`src/rtl/collatz_sweep_if.sv`:
```
// Host, collatz-core and result-stream signals of the collatz sweep controller,
// bundled so the controller and its environment connect through one port.
interface collatz_sweep_if #(
    parameter int STEP_W = 16
);
    logic              start;
    logic [31:0]       first;
    logic [15:0]       count;
    logic              busy;
    logic              sweep_done;
    logic [31:0]       best_n;
    logic [STEP_W-1:0] best_steps;

    logic              core_go;
    logic [31:0]       core_n;
    logic [31:0]       core_dout;
    logic              core_done;

    logic              res_valid;
    logic              res_ready;
    logic [31:0]       res_n;
    logic [STEP_W-1:0] res_steps;
    logic              res_timeout;

    modport slave (
        input  start, first, count, core_dout, core_done, res_ready,
        output busy, sweep_done, best_n, best_steps,
               core_go, core_n,
               res_valid, res_n, res_steps, res_timeout
    );

    modport master (
        output start, first, count, core_dout, core_done, res_ready,
        input  busy, sweep_done, best_n, best_steps,
               core_go, core_n,
               res_valid, res_n, res_steps, res_timeout
    );
endinterface

```
`src/rtl/collatz_sweep.sv`:
```
// Sweep controller: launches the collatz core on each start value of a range,
// streams one step-count result per value and tracks the longest trajectory.
module collatz_sweep #(
    parameter int STEP_W    = 16,
    parameter int MAX_STEPS = 1000
) (
    input  logic            clk,
    input  logic            reset_n,
    collatz_sweep_if.slave  bus
);
    typedef enum logic [2:0] {IDLE, LAUNCH, RUN, EMIT, FINISH} state_t;

    localparam logic [STEP_W-1:0] STEP_LAST = STEP_W'(MAX_STEPS - 1);
    localparam logic [STEP_W-1:0] STEP_MAX  = STEP_W'(MAX_STEPS);

    state_t            state_q, state_d;
    logic [31:0]       cur_n_q, cur_n_d;
    logic [15:0]       remaining_q, remaining_d;
    logic [STEP_W-1:0] steps_q, steps_d;
    logic              busy_q, busy_d;
    logic              res_valid_q, res_valid_d;
    logic [31:0]       res_n_q, res_n_d;
    logic [STEP_W-1:0] res_steps_q, res_steps_d;
    logic              res_timeout_q, res_timeout_d;
    logic [31:0]       best_n_q, best_n_d;
    logic [STEP_W-1:0] best_steps_q, best_steps_d;
    logic              core_go;
    logic              sweep_done;

    always_ff @(posedge clk or negedge reset_n) begin
        if (!reset_n) begin
            state_q       <= IDLE;
            cur_n_q       <= '0;
            remaining_q   <= '0;
            steps_q       <= '0;
            busy_q        <= 1'b0;
            res_valid_q   <= 1'b0;
            res_n_q       <= '0;
            res_steps_q   <= '0;
            res_timeout_q <= 1'b0;
            best_n_q      <= '0;
            best_steps_q  <= '0;
        end else begin
            state_q       <= state_d;
            cur_n_q       <= cur_n_d;
            remaining_q   <= remaining_d;
            steps_q       <= steps_d;
            busy_q        <= busy_d;
            res_valid_q   <= res_valid_d;
            res_n_q       <= res_n_d;
            res_steps_q   <= res_steps_d;
            res_timeout_q <= res_timeout_d;
            best_n_q      <= best_n_d;
            best_steps_q  <= best_steps_d;
        end
    end

    always_comb begin
        state_d       = state_q;
        cur_n_d       = cur_n_q;
        remaining_d   = remaining_q;
        steps_d       = steps_q;
        busy_d        = busy_q;
        res_valid_d   = res_valid_q;
        res_n_d       = res_n_q;
        res_steps_d   = res_steps_q;
        res_timeout_d = res_timeout_q;
        best_n_d      = best_n_q;
        best_steps_d  = best_steps_q;
        core_go       = 1'b0;
        sweep_done    = 1'b0;

        case (state_q)
            IDLE: begin
                if (bus.start) begin
                    cur_n_d      = bus.first;
                    remaining_d  = bus.count;
                    best_n_d     = '0;
                    best_steps_d = '0;
                    if (bus.count != 16'd0) begin
                        state_d = LAUNCH;
                        busy_d  = 1'b1;
                    end else begin
                        state_d = FINISH;
                    end
                end
            end
            LAUNCH: begin
                core_go = 1'b1;
                steps_d = '0;
                state_d = RUN;
            end
            // core_dout already holds the start value in the first RUN cycle,
            // so a done seen with steps_q=S means S iterations were needed.
            RUN: begin
                if (bus.core_done) begin
                    res_steps_d   = steps_q;
                    res_timeout_d = 1'b0;
                    res_n_d       = cur_n_q;
                    res_valid_d   = 1'b1;
                    state_d       = EMIT;
                end else if (steps_q == STEP_LAST) begin
                    res_steps_d   = STEP_MAX;
                    res_timeout_d = 1'b1;
                    res_n_d       = cur_n_q;
                    res_valid_d   = 1'b1;
                    state_d       = EMIT;
                end else begin
                    steps_d = steps_q + STEP_W'(1);
                end
            end
            EMIT: begin
                if (res_valid_q && bus.res_ready) begin
                    res_valid_d = 1'b0;
                    cur_n_d     = cur_n_q + 32'd1;
                    remaining_d = remaining_q - 16'd1;
                    if (!res_timeout_q && (res_steps_q > best_steps_q)) begin
                        best_n_d     = res_n_q;
                        best_steps_d = res_steps_q;
                    end
                    state_d = (remaining_q != 16'd1) ? LAUNCH : FINISH;
                end
            end
            FINISH: begin
                sweep_done = 1'b1;
                busy_d     = 1'b0;
                state_d    = IDLE;
            end
            default: state_d = IDLE;
        endcase
    end

    assign bus.core_go     = core_go;
    assign bus.core_n      = cur_n_q;
    assign bus.busy        = busy_q;
    assign bus.sweep_done  = sweep_done;
    assign bus.res_valid   = res_valid_q;
    assign bus.res_n       = res_n_q;
    assign bus.res_steps   = res_steps_q;
    assign bus.res_timeout = res_timeout_q;
    assign bus.best_n      = best_n_q;
    assign bus.best_steps  = best_steps_q;
endmodule

```
`src/flat_wrapper.sv`:
```
// flat-port wrapper written by rule: the top's interface ports become plain ports
module collatz_sweep_flat 
#(
    parameter int STEP_W    = 16,
    parameter int MAX_STEPS = 1000
)
  (clk, reset_n, bus_start, bus_first, bus_count, bus_core_dout, bus_core_done, bus_res_ready, bus_busy, bus_sweep_done, bus_best_n, bus_best_steps, bus_core_go, bus_core_n, bus_res_valid, bus_res_n, bus_res_steps, bus_res_timeout);
  collatz_sweep_if #(.STEP_W(STEP_W)) bus_i ();
  input  logic clk;
  input  logic reset_n;
  input wire logic [$bits(bus_i.start)-1:0] bus_start;
  input wire logic [$bits(bus_i.first)-1:0] bus_first;
  input wire logic [$bits(bus_i.count)-1:0] bus_count;
  input wire logic [$bits(bus_i.core_dout)-1:0] bus_core_dout;
  input wire logic [$bits(bus_i.core_done)-1:0] bus_core_done;
  input wire logic [$bits(bus_i.res_ready)-1:0] bus_res_ready;
  output wire logic [$bits(bus_i.busy)-1:0] bus_busy;
  output wire logic [$bits(bus_i.sweep_done)-1:0] bus_sweep_done;
  output wire logic [$bits(bus_i.best_n)-1:0] bus_best_n;
  output wire logic [$bits(bus_i.best_steps)-1:0] bus_best_steps;
  output wire logic [$bits(bus_i.core_go)-1:0] bus_core_go;
  output wire logic [$bits(bus_i.core_n)-1:0] bus_core_n;
  output wire logic [$bits(bus_i.res_valid)-1:0] bus_res_valid;
  output wire logic [$bits(bus_i.res_n)-1:0] bus_res_n;
  output wire logic [$bits(bus_i.res_steps)-1:0] bus_res_steps;
  output wire logic [$bits(bus_i.res_timeout)-1:0] bus_res_timeout;
  assign bus_i.start = bus_start;
  assign bus_i.first = bus_first;
  assign bus_i.count = bus_count;
  assign bus_i.core_dout = bus_core_dout;
  assign bus_i.core_done = bus_core_done;
  assign bus_i.res_ready = bus_res_ready;
  assign bus_busy = bus_i.busy;
  assign bus_sweep_done = bus_i.sweep_done;
  assign bus_best_n = bus_i.best_n;
  assign bus_best_steps = bus_i.best_steps;
  assign bus_core_go = bus_i.core_go;
  assign bus_core_n = bus_i.core_n;
  assign bus_res_valid = bus_i.res_valid;
  assign bus_res_n = bus_i.res_n;
  assign bus_res_steps = bus_i.res_steps;
  assign bus_res_timeout = bus_i.res_timeout;
  collatz_sweep #(.STEP_W(STEP_W), .MAX_STEPS(MAX_STEPS)) u_core (.clk(clk), .reset_n(reset_n), .bus(bus_i));
endmodule
```
`config.mk`:
```
export PLATFORM = sky130hd
export DESIGN_NAME = collatz_sweep_flat
export DESIGN_NICKNAME = d
export VERILOG_FILES = /design/src/rtl/collatz_sweep_if.sv /design/src/rtl/collatz_sweep.sv /design/src/flat_wrapper.sv
export SDC_FILE = /design/constraint.sdc
export NUM_CORES = 1
export LEC_CHECK = 0
export ABC_AREA = 1
export CAP_MARGIN = 20
export CORE_MARGIN = 1.5
export CORE_UTILIZATION = 30
export DETAILED_ROUTE_END_ITERATION = 6
export HOLD_SLACK_MARGIN = 0.05
export SLEW_MARGIN = 20
export SYNTH_ARGS = -nofsm -noshare
export SYNTH_HDL_FRONTEND = slang
export SYNTH_SLANG_ARGS = --single-unit
export TNS_END_PERCENT = 50
```
`constraint.sdc`:
```
create_clock -name clk -period 2.3 [get_ports clk]
set_input_delay 0.23 -clock clk [delete_from_list [all_inputs] [get_ports clk]]
set_output_delay 0.23 -clock clk [all_outputs]
set_load 0.01 [all_outputs]
```
# After elaboration in Yosys (flattened, before gate mapping)
# Index checks and enable logic that the tools add are counted.
# totals
word_cells,83
in_bits,85
regBits,166
out_inout_bits,133
# op_classes
n_reduce_logical,17
eq_ne,13
n_mux,38
n_lt_le_gt_ge,1
n_addsub,3
# op_table
operator,n
2-to-1 mux 32 bit,7
2-to-1 mux 16 bit,9
case mux 32 bit (2 select lines),2
case mux 16 bit (2 select lines),3
adder 32 x 1 -> 32 bit (second input constant),1
2-to-1 mux 3 bit,6
adder 16 x 1 -> 16 bit (second input constant),1
equality test 16 x 10 -> 1 bit (second input constant),1
greater-than comparator 16 bit,1
!= test 16 x 1 -> 1 bit (second input constant),1
nonzero test 16 bit,1
subtractor 16 x 1 -> 16 bit (second input constant),1
AND reduction 3 bit,5
case mux 3 bit (4 select lines),1
nonzero test 2 bit,5
2-to-1 mux 1 bit,8
equality test 3 x 2 -> 1 bit (second input constant),2
!= test 2 x 1 -> 1 bit (second input constant),3
!= test 2 bit (second input constant),3
case mux 1 bit (2 select lines),2
AND reduction 4 bit,1
equality test 3 x 1 -> 1 bit (second input constant),1
equality test 3 bit (second input constant),1
logical NOT 3 bit,1
other kinds (4),5

# Logic depth before layout (Yosys ltp)
# depth
depth_word,5
depth_mapped,18
depth_no_buf,16

# Worst setup path before layout
# Ideal clock, no wire load.
# synth_path
path_type,reg-to-reg
startpoint,register u_core.best_steps_q[15] (netlist: u_core.bus.best_steps[15])
endpoint,register u_core.best_n_q[10] (netlist: u_core.bus.best_n[10])
period_less_slack_ns,1.908
n_path_buf,2
setup_slack_ns,0.392
stages_incl_launch_ff,15
arrival_ns,1.842
required_ns,2.235
setup_ns,0.065
cell_sequence,dfrtp_1 > inv_1 > ha_1 > nand2_1 > nor2_1 > nand2_1 > inv_1 > nand2_1 > nand2_1 > nand2_1 > nand2_1 > clkbuf_1 > buf_2 > nand3_1 > nand2_1
# synth_between
elab_chain_cells,4
# synth_rtl
element,line_no,source
from (decl),collatz_sweep.sv:26,"logic [STEP_W-1:0] best_steps_q, best_steps_d;"
from (signal assigned),collatz_sweep.sv:54,best_steps_q <= best_steps_d;
greater-than comparator 16 bit,collatz_sweep.sv:117,if (!res_timeout_q && (res_steps_q > best_steps_q)) begin
logical AND 1 bit,collatz_sweep.sv:117,
!= test 2 x 1 -> 1 bit (no source line),-,
AND reduction 4 bit (no source line),-,
to (signal assigned),collatz_sweep.sv:53,best_n_q <= best_n_d;
to (decl),collatz_sweep.sv:25,"logic [31:0] best_n_q, best_n_d;"
# Every way passes these cells.
# A chain may end at the register's enable or synchronous reset.

# Worst setup path in the final report
# layout_path
startpoint,register u_core.best_steps_q[6] (netlist: u_core.bus.best_steps[6])
endpoint,register u_core.best_steps_q[0] (netlist: u_core.bus.best_steps[0])
# layout_between
elab_chain_cells,4
# layout_rtl
element,line_no
greater-than comparator 16 bit,collatz_sweep.sv:117
logical AND 1 bit,collatz_sweep.sv:117
!= test 2 x 1 -> 1 bit (no source line),-
AND reduction 4 bit (no source line),-
# Every way passes these cells.

==> results by group <==
Global routing
  – Initial antenna violation count: 1
  – Pin count of the biggest net entering global routing: 76
  – First-pass GRT wire length: 48,200 um
  – Global route overflow: 0
  – Vias in the first global route: 8,556
  – GRT Total Usage: 19.7%

Finish
  – Area Overhead vs Synth: 32.8%
  – Fillers: 3,129
  – Fin nets: 1,546
  – Fraction of layout cells with a size suffix above 1: 5.98%

Die
  – Row count: 63
  – Core ar.: 0.0300 mm2
  – Die Y: about 180 um
  – Die ar.: approximately 0.032 mm2
  – Initial Utilization: 30.7%
  – Top-level I/O count: 218
  – Chip width: 178 um

Placed design
  – IO buf count: 185
  – Post-DP HPWL: 22,200 um
  – Global placement routability congestion: 0.911

Synth
  – Post-Syn Area: 0.00920 mm2
  – Netlist cell types: 37
  – Syn Nets: 1,367
  – Synth Area in Adders: 2.72%
  – Part of the Yosys area used for sequential elements: 45.1%
  – Synth warnings: 0
  – Synth Area in Compound Gates: 11.0%
  – Post-synthesis mux area share: 0.109%
  – Ys async rst share: 100%
  – Cells after Synth: 1,262
  – Syn avg cell area: 7.29 um2
  – Main synth FF type: dfrtp_1
  – Synthesized flop and latch total: 166
  – Largest family of logic cells by synthesized area: simple AND/OR/NAND/NOR gates
  – Simple-Gate Fraction of Synth Area: between 20 and 30%
  – Number of flops mapped to enable cells by yosys: 0
  – Synth Area in XOR/XNOR: under 10%

STA
  – Final period utilization: 92.3%
  – Max Freq: roughly 470 MHz
  – Tmin final: 2.12 ns
  – Worst-case hold slack: roughly 0.25 ns
  – Number of hold violations in the final report: 0
  – Max Clock Skew: 0.0137 ns
  – RSZ-0062 raised after global routing: false
  – Final Max Slew Viols: 0
  – Final setup viols: 0
  – Actual slew at the worst max-slew pin: around 0.61 ns
  – Slew Limit Headroom: ~59%

Critical path
  – Worst path required time: 2.63 ns
  – CP Class: reg2reg
  – CP Launch Type: flop
  – CP max FO: 24
  – Setup crit end kind: flop
  – R2R Path Start: u_core.bus.best_steps[6]
  – CP Data Arrival Time: roughly 2.5 ns
  – Reg-to-reg slack, setup: 0.18 ns
  – Reg2reg end: u_core.bus.best_steps[0]
  – Reg2Reg Depth: 14

Routing
  – Drt via density: 4.80
  – DR iter-0 viols: about 770
  – Final WL: approximately 30,000 um
  – Total number of vias: just under 9,000
  – WL per Instance: 16.6 um
  – Final ANT Viol Nets: 0
  – TritonRoute pass-1 iters: 5
  – DRC: 0

Power
  – Power, Total: 16.2 mW
  – Pwr Density: ~1300 mW/mm2
  – Int Pwr: around 8.9 mW
  – Lkg Pwr: 5.57 nW
  – Gate power share: 50.3%
  – Sequential Power Share: approximately 32%
  – Max VDD drop: 0.608 mV
  – Clock share of power: 17.7%
  – NetSw: 7.27 mW
  – Net Sw Frac: 45.0%

CTS
  – CTS tree: yes
  – Htree depth: 4
  – CTS Root Buffer Type: clkbuf_16
  – TritonCTS Sinks: roughly 170
  – Clock Path Buffers: 2
  – Skew-Pair Late Insertion Delay: 0.45 ns
  – CTS Buf Count: 17
  – Reg clk slew, reported paths: 0.07 ns

Outcome
  – Status: finished clean

Job
  – Max cap viols: 0

Worst hold path
  – Worst Hold Class: in2async
worst max path at each step:
| stage | slack (ns) | cells after the start | from | end |
|---|---|---|---|---|
| 5_1_grt | 0.006 | 13 | u_core.bus.best_steps[6] | u_core.bus.best_steps[15] |
| 2_1_floorplan | 0.39 | 14 | u_core.bus.best_steps[15] | u_core.bus.best_n[10] |
| 4_1_cts | 0.003 | 10 | bus_count[0] | bus_sweep_done |
| 6_report | 0.18 | 14 | u_core.bus.best_steps[6] | u_core.bus.best_steps[0] |
| 3_3_place_gp | -0.05 | 10 | bus_count[1] | bus_sweep_done |
| 3_5_place_dp | -0.03 | 8 | bus_count[14] | bus_sweep_done |
registers in the layout, indices dropped and copies added, names as in the netlist:
signal                  flops
u_core.bus.res_timeout      1
u_core.bus.best_steps      16
u_core.bus.core_n          32
u_core.state_q              3
u_core.steps_q             16
u_core.bus.res_n           32
u_core.bus.res_valid        1
u_core.bus.best_n          32
u_core.bus.res_steps       16
u_core.bus.busy             1
u_core.remaining_q         16
worst max-delay path, stage by stage, from the launching register on:
cell,delay [ns]
dfrtp_1,0.40
inv_1,0.07
ha_1,0.28
nand2_1,0.08
nor2_2,0.21
nand2_1,0.08
nand2_1,0.06
nand2_1,0.05
nand2_1,0.06
nand2_1,0.05
nand2_1,0.17
nand2_2,0.14
clkbuf_16,0.23
nand2_1,0.07
nand2_1,0.06
through the flow:
| stage | instance area (um2) | utilization [%] | cells | setup WS, ns | TNS [ns] |
|---|---|---|---|---|---|
| after floorplan | 9200 | - | 1262 | 0.392 | 0 |
| after global placement | 11600 | 38.6 | 1810 | -0.0481 | -0.0481 |
| after detailed placement | 11600 | 38.6 | 1810 | -0.0310 | -0.0310 |
| after CTS | 12200 | 40.6 | 1843 | 0.00332 | 0 |
| after global routing | 12200 | 40.8 | 1845 | 0.00587 | 0 |
| final | 12200 | 40.8 | 1847 | 0.178 | 0 |
power groups by stage:
stage	logic [mW]	clock network (mW)	registers, mW
3_3_place_gp	7.86	0	5.20
6_report	8.13	2.86	5.18
3_5_place_dp	7.98	0	5.22
4_1_cts	8.04	2.92	5.18
2_1_floorplan	4.12	0	5.28
5_1_grt	9.05	3.04	5.33
synthesized netlist by cell type, types with 2 or more instances:
cell type,instances,share of area [%]
buf_4,7,0.57
nand2_2,3,0.20
buf_2,18,0.98
inv_2,5,0.20
nand4_1,16,1.1
nand3b_1,2,0.16
dfrtp_1,166,45
a31oi_1,2,0.14
nor2_4,3,0.37
nand2_1,336,14
o211ai_1,2,0.16
nor2_1,161,6.6
xor2_1,20,1.9
buf_6,4,0.49
o22ai_1,24,1.6
a22o_1,2,0.19
nor3_1,27,1.5
inv_1,154,6.3
a21oi_1,25,1.4
o21ai_0,112,6.1
a22oi_1,3,0.24
xnor2_1,3,0.29
o21ai_1,15,0.82
clkbuf_1,24,0.98
ha_1,20,2.7
nor4_1,5,0.34
nand3_1,93,5.1
layout by cell type, fill, tap and decap left out, types with 3 or more instances in the layout:
cell type and n:
nor4_1 4, inv_6 4, xor2_1 20, diode_2 3, buf_12 8, o22ai_1 24
nand3_1 93, o21ai_0 112, dfrtp_1 165, a21oi_1 24, o21ai_1 15, clkinvlp_4 3
ha_1 20, nand2_1 334, nand4_1 16, buf_4 19, inv_2 5, nor3_1 26
inv_1 154, nand2_2 5, clkbuf_16 18, clkinv_4 3, a22oi_1 3, nor2_1 157
clkdlybuf4s50_1 183, nor2_4 4, xnor2_1 3, nor2_2 4
layer usage:
metal,wire (um),GRT usage (%)
met4,776,7.77
met3,1450,3.24
met5,0,0
met2,13300,29.3
met1,15100,28.3
kinds of logic after synthesis:
| logic type | after synthesis |
|---|---|
| and+or+nand+nor | 650 |
| buffers and inverters | 213 |
| AOI/OAI and AO/OA | 189 |
| DFF | 166 |
| xor gates and xnor gates | 23 |
| adders and majority gates | 20 |
| muxes | 1 |
repair_timing:
item,CTS,global route
hold buffers,1,0
buffers inserted,0,0
endpoints found under the hold margin,29,0
resized for setup,5,7
endpoints found under the setup margin,1,60
gates cloned,0,1
area by class of cell:
class	instances	area, um2	area share, %
Antenna cell	3	7.51	0.0614
Clock buffer	17	425	3.48
Clock inverter	15	146	1.20
Inverter	159	597	4.88
Multi-Input combinational cell	883	4210	34.5
Sequential cell	166	4160	34.0
Tap cell	390	488	3.99
Timing Repair Buffer	214	2190	17.9
Power figures use the tool's default switching activity.
